[src/rtl/servo_pwm_bank.sv]
// servo_pwm_bank: multi-channel servo PWM with frame-synchronous shadow commit and deferred enables
module servo_pwm_bank #(
  parameter int          NUM_CH         = 8,
  parameter int          CNT_W          = 24,
  parameter int unsigned DEFAULT_PERIOD = 519999
) (
  input  logic              clk,
  input  logic              reset_n,
  input  logic              wr_en,
  input  logic [3:0]        wr_addr,
  input  logic [CNT_W-1:0]  wr_data,
  input  logic [NUM_CH-1:0] ch_en,
  output logic [NUM_CH-1:0] pwm_out,
  output logic              frame_start
);
  logic [CNT_W-1:0]  cnt, period_sh, period_act;
  logic [CNT_W-1:0]  pulse_sh [NUM_CH];
  logic [CNT_W-1:0]  pulse_act [NUM_CH];
  logic [NUM_CH-1:0] en_act, en_next;
  logic              wrap;
  assign wrap    = cnt >= period_act;
  assign en_next = ch_en & (en_act | {NUM_CH{wrap}});
  always_ff @(posedge clk or negedge reset_n) begin
    if (!reset_n) begin
      cnt         <= '0;
      period_sh   <= CNT_W'(DEFAULT_PERIOD);
      period_act  <= CNT_W'(DEFAULT_PERIOD);
      en_act      <= '0;
      pwm_out     <= '0;
      frame_start <= 1'b0;
      for (int i = 0; i < NUM_CH; i++) begin
        pulse_sh[i]  <= '0;
        pulse_act[i] <= '0;
      end
    end else begin
      cnt         <= wrap ? '0 : cnt + CNT_W'(1);
      en_act      <= en_next;
      frame_start <= cnt == '0;
      if (wrap) period_act <= period_sh;
      if (wr_en && wr_addr == 4'(NUM_CH)) period_sh <= wr_data;
      for (int i = 0; i < NUM_CH; i++) begin
        if (wrap) pulse_act[i] <= pulse_sh[i];
        if (wr_en && wr_addr == 4'(i)) pulse_sh[i] <= wr_data;
        pwm_out[i] <= en_next[i] && (cnt < pulse_act[i]);
      end
    end
  end
endmodule

[config.mk]
export PLATFORM = sky130hd
export DESIGN_NAME = servo_pwm_bank
export DESIGN_NICKNAME = d
export VERILOG_FILES = /design/src/rtl/servo_pwm_bank.sv
export SDC_FILE = /design/constraint.sdc
export NUM_CORES = 1
export LEC_CHECK = 0
export BUFFER_PORTS_ARGS = -buffer_cell sky130_fd_sc_hd__buf_2
export CORE_MARGIN = 2
export CORE_UTILIZATION = 45
export DETAILED_ROUTE_END_ITERATION = 6
export PLACE_DENSITY = 0.65
export SYNTH_ARGS = -nofsm -noshare
export SYNTH_HDL_FRONTEND = slang
export SYNTH_SLANG_ARGS = --single-unit
[constraint.sdc]
create_clock -name clk -period 7.8 [get_ports clk]
set_clock_uncertainty 0.15 [all_clocks]
set_input_delay 0.39 -clock clk [delete_from_list [all_inputs] [get_ports clk]]
set_output_delay 0.39 -clock clk [all_outputs]
set_load 0.05 [all_outputs]
Yosys cells after proc, flatten, opt, wreduce, memory -nomap -nowiden:

Cells that the tools add are included.

* output and inout port bits: 9
* bits in registers: 473

* bitwise logic cells: 2
* add/subtract/negate cells: 1
* reduce and logical (&&, ||, !) cells: 19
* eq/ne operators: 8
* order comparisons: 9
* mux-type cells: 1

Operators by type and width (number)
* 24-bit < comparator: 8
* 24-bit by 1-bit adder with 24-bit output (second input constant): 1
* 24-bit >= comparator: 1
* 24-bit logical NOT: 1
* 24-bit two-way mux: 1
* 1-bit logical AND: 17
* 4-bit by 3-bit == test with 1-bit output (second input constant): 4
* 8-bit AND: 1
* 4-bit by 2-bit == test with 1-bit output (second input constant): 2
* 8-bit OR: 1
* 4-bit by 1-bit == test with 1-bit output (second input constant): 1
* 4-bit == test (second input constant): 1
* 4-bit logical NOT: 1

Depth between registers and ports, before layout:

* depth in word-level cells: 4
* gate-level depth with buffers: 11

Worst setup path before layout:

OpenSTA, ideal clock, no wires.

* kind: register -> register
* start: register cnt[0]
* end: register pwm_out[2]
* stages on the path, launching flop included: 11
* path buffers: 2
* slack: 5.327 ns
* arrival: 2.198 ns
* period minus slack after synthesis: 2.473 ns
* library setup time: 0.125 ns
* data required time: 7.525 ns
* cells stage by stage: dfrtp_1 -> clkbuf_1 -> inv_1 -> ha_1 -> nand2b_1 -> a211o_1 -> a211oi_1 -> o211ai_2 -> buf_2 -> o21a_1 -> nor3b_2

* cells in the longest elaborated chain, start to end: 4

Ends and longest elaborated chain
* from (decl): line 16 `logic [CNT_W-1:0] cnt, period_sh, period_act;`
* from (signal assigned): line 36 `cnt <= wrap ? '0 : cnt + CNT_W'(1);`
* 24-bit >= comparator: line 21 `assign wrap = cnt >= period_act;`
* 8-bit OR: line 22 `assign en_next = ch_en & (en_act | {NUM_CH{wrap}});`
* 8-bit AND: line 22
* net en_next[2]: line 19 `logic [NUM_CH-1:0] en_act, en_next;`
* 1-bit logical AND: line 44 `pwm_out[i] <= en_next[i] && (cnt < pulse_act[i]);`
* to (signal, indexed assignment): line 44
* to (decl): line 13 `output logic [NUM_CH-1:0] pwm_out,`

The timed path passes the listed nets, and every way through them passes these cells.
A chain may end at the register's enable or synchronous reset.

Worst setup path after layout:

* start: register cnt[7]
* end: register pwm_out[4]

* cells in the longest elaborated chain, start to end: 4

Ends and longest elaborated chain (line)
* 24-bit >= comparator: 21
* 8-bit OR: 22
* 8-bit AND: 22
* 1-bit logical AND *: 44

Mark *: on every way between the ends. The rest lies on a longest branch, timed or not.

==> reports/summary.txt <==
TIMING
-----------------------------------------------------------------------------------
Time the final worst path needs with I/O delays and setup                  4.306 ns
Hold Vio Cnt, Final                                                               0
Worst slew pin tran                                                        1.030 ns
Final slew viol count                                                             0
Sum of negative setup slack                                                    0 ns
Setup repair after global routing missed its margin                              no
Final Cycle Share                                                            55.20%
Peak clock frequency supported by timing                                  232.2 MHz
Max transition margin                                                        31.32%
Final setup violating endpoints                                                   0
Post-route worst setup slack                                               3.494 ns

FLOORPLANNING
-----------------------------------------------------------------------------------
Number of top-level design ports                                                 48
Cell Rows                                                                        81
Die width                                                                  227.5 µm
DIE AREA                                                                 51,740 µm²
Area inside the core boundary                                            49,150 µm²
Initial Util                                                                 45.72%
Height of the die                                                          227.5 µm

CELLS AND AREA
-----------------------------------------------------------------------------------
Diode insertion count for antenna repair                                          0
Final-layout fill cell count                                                  4,367
Final core utilization                                                       51.23%
Fraction of final layout cells sized beyond drive strength 1                 19.27%
Count of placed standard cells in the final layout, fillers left out          2,786
Syn-to-layout area delta                                                     12.05%
Number of nets in the layout                                                  2,330

CLOCKING
-----------------------------------------------------------------------------------
Total of cells resized after clock tree synthesis                                 0
Clock tree from TritonCTS                                                     built
Clk root buf                                                              clkbuf_16
Number of buffers created by CTS                                                 50
Clock transition at the registers of the reported paths                     0.06 ns
Clock Tree Buf Depth                                                              3
Post-CTS Setup Repair Bufs                                                        0
Clock sink count                                                                473
Clock Latency Late Sink                                                     0.59 ns
Level count of the clock H-tree                                                   2

PLACED DESIGN
-----------------------------------------------------------------------------------
Routability cong.                                                            0.8389
Worst setup slack after placement                                          3.568 ns
Port-buffer cells                                                                47
Placed insts                                                                  2,684
Detailed Place HPWL                                                        35.34 mm

SYNTH
-----------------------------------------------------------------------------------
Async set-or-reset flop fraction in the synthesized netlist                  100.0%
Syn Nets                                                                      2,275
Leading area contributor after synthesis                                    dfrtp_1
Dominant cells by area after synthesis                                 dfrtp_1 (49%), ha_1 (12%), mux2_2 (11%)
Post-Syn Instances                                                            2,026
Synth Flop Type                                                             dfrtp_1
Post-synthesis sequential area ratio                                         52.85%
Number of warnings printed during yosys synthesis                                 0
Area of the mapped netlist                                               22,470 µm²
Syn_area_per_cell                                                         11.09 µm²
Number of register bits inferred by synthesis                                   473
Synth cell count leaders                                               dfrtp_1 (441), nand2_1 (247), o21ai_0 (233), mux2_2 (224), inv_1 (223)
Portion of synthesized cell area occupied by the leading cell type           49.11%
Number of enable flip-flop cells after synthesis                                  0
Most common cell in the netlist                                             dfrtp_1
Post-synthesis cell type count                                                   47

OUTCOME
-----------------------------------------------------------------------------------
Outcome                                                                finished clean

DETAILED ROUTING
-----------------------------------------------------------------------------------
Total number of vias                                                         14,940
First DRT Iteration DRCs                                                      1,045
Residual DRC count                                                                0
TritonRoute pass-1 iters                                                          6
Total wire length                                                          53.71 mm
Via density per instance                                                      5.364
Count of nets left with antenna violations after detail routing                   0
Routed wire length per instance                                            19.28 µm

GLOBAL ROUTE
-----------------------------------------------------------------------------------
Wire length of the first global-routing pass                               85.35 mm
Number of global-route vias before repair                                    15,240
Initial antenna violation count                                                   0
Maximum number of pins on one net before global-route repair                    233
Grt total ovfl                                                                    0
Global Route Usage Sum                                                       21.57%

WORST HOLD PATH
-----------------------------------------------------------------------------------
Number of cells on the worst hold path                                            2
Class of the tightest hold or removal check                            input port to flop

SETUP PATH
-----------------------------------------------------------------------------------
Required time at the worst-slack endpoint                                   8.13 ns
Critical path arrival                                                       4.64 ns
R2R cell count                                                                    8
Biggest fanout along the worst timing path                                      100
Startpoint Class                                                               flop
Kind of critical path                                                  flop to flop
Element type at the critical path end                                          flop

RUN
-----------------------------------------------------------------------------------
Max Cap Violations                                                                0

PWR
-----------------------------------------------------------------------------------
Worst VDD drop                                                            0.2227 mV
Lkg Pwr                                                                  0.01184 µW
Power density of the placed cells                                      317.0 nW/µm²

-- where the power goes --
part | internal [µW] | leakage [µW] | switching (µW)
clock | 1470 | 0.000821 | 984
sequential | 3140 | 0.00598 | 298
combinational | 836 | 0.00504 | 1250
-- stage by stage --
stage                     power (µW)  hold WS (ns)  instance area [µm²]
after floorplan                 4804      -0.05559                22470
after global placement          5449        0.3000                23390
after detailed placement        5558        0.3110                23390
after CTS                       8047       0.04527                25180
after global routing            8479       0.07310                25180
final                           7983       0.06047                25180
-- cells by family (layout without fill, tap and decap cells) --
group / after synthesis / in the layout / share of synthesized area (%)
DFF: 473 / 473 / 52.85
muxes: 224 / 224 / 11.22
xor gates and xnor gates: 16 / 16 / 0.6236
adders and majority gates: 210 / 210 / 11.69
and+or+nand+nor: 408 / 408 / 8.229
buffers and inverters: 298 / 394 / 5.423
AOI/OAI and AO/OA: 397 / 397 / 9.956
-- cell usage in the layout, fill, tap and decap left out, types with 17 or more instances in the layout --
master and instances:
dfstp_2 32, nand2_1 247, dfrtp_1 441, inv_1 223
a211oi_1 17, ha_1 210, clkbuf_16 51, a21o_1 35
o21ai_0 233, nor2_1 43, nand4_1 41, buf_2 46
mux2_2 224, buf_4 19, a21oi_1 63
-- path summary, 6_finish.rpt --
check	startpoint	to	slack, ns
setup reg to reg	cnt[7]	pwm_out[4]	3.49
hold / removal	wr_data[18]	pulse_sh[90]	0.06
hold reg to reg	pulse_sh[93]	pulse_act[93]	0.31
max in group asynchronous	reset_n	pulse_sh[87]	5.81
setup / recovery	cnt[7]	pwm_out[4]	3.49
min in group asynchronous	reset_n	pulse_act[65]	0.25
-- metal layers --
metal / vias to the layer above / share of wire [%] / track usage (%)
met4: 0 / 3.0 / 7.421
met2: 229 / 48 / 36.10
li1: 7070 / - / -
met5: - / 0 / 0
met3: 96 / 3.1 / 2.801
met1: 7548 / 46 / 28.97
-- area by class of cell --
type	count	area (µm²)	share of cell area, %
clock inverters	19	265.3	1.053
inverters	223	837.1	3.324
well taps	664	830.8	3.299
multi-input cells	1255	9400	37.33
repair buffers	78	538.0	2.137
flip-flops and latches	473	11880	47.17
clock buffers	74	1433	5.689
-- state kept, by name (all words and copies together) (netlist names) --
signal and count:
pulse_act 192, en_act 8, period_act 24, cnt 24, pwm_out 8, period_sh 24
pulse_sh 192, frame_start 1
-- what timing repair did --
item,4_1_cts,5_1_grt
setup endpoints to repair,0,0
hold endpoints to repair,106,0
hold buffers,9,0
-- worst max-delay path, stage by stage, from the launching register on --
cell and delay [ns]:
dfrtp_1 0.68, ha_1 0.46, nand2_1 0.07, o21ai_0 0.46, a211oi_1 0.22, o211ai_4 0.84
buf_4 0.81, o21ai_1 0.18, a211oi_1 0.23
Note: power is estimated with default switching activity, not from simulation.
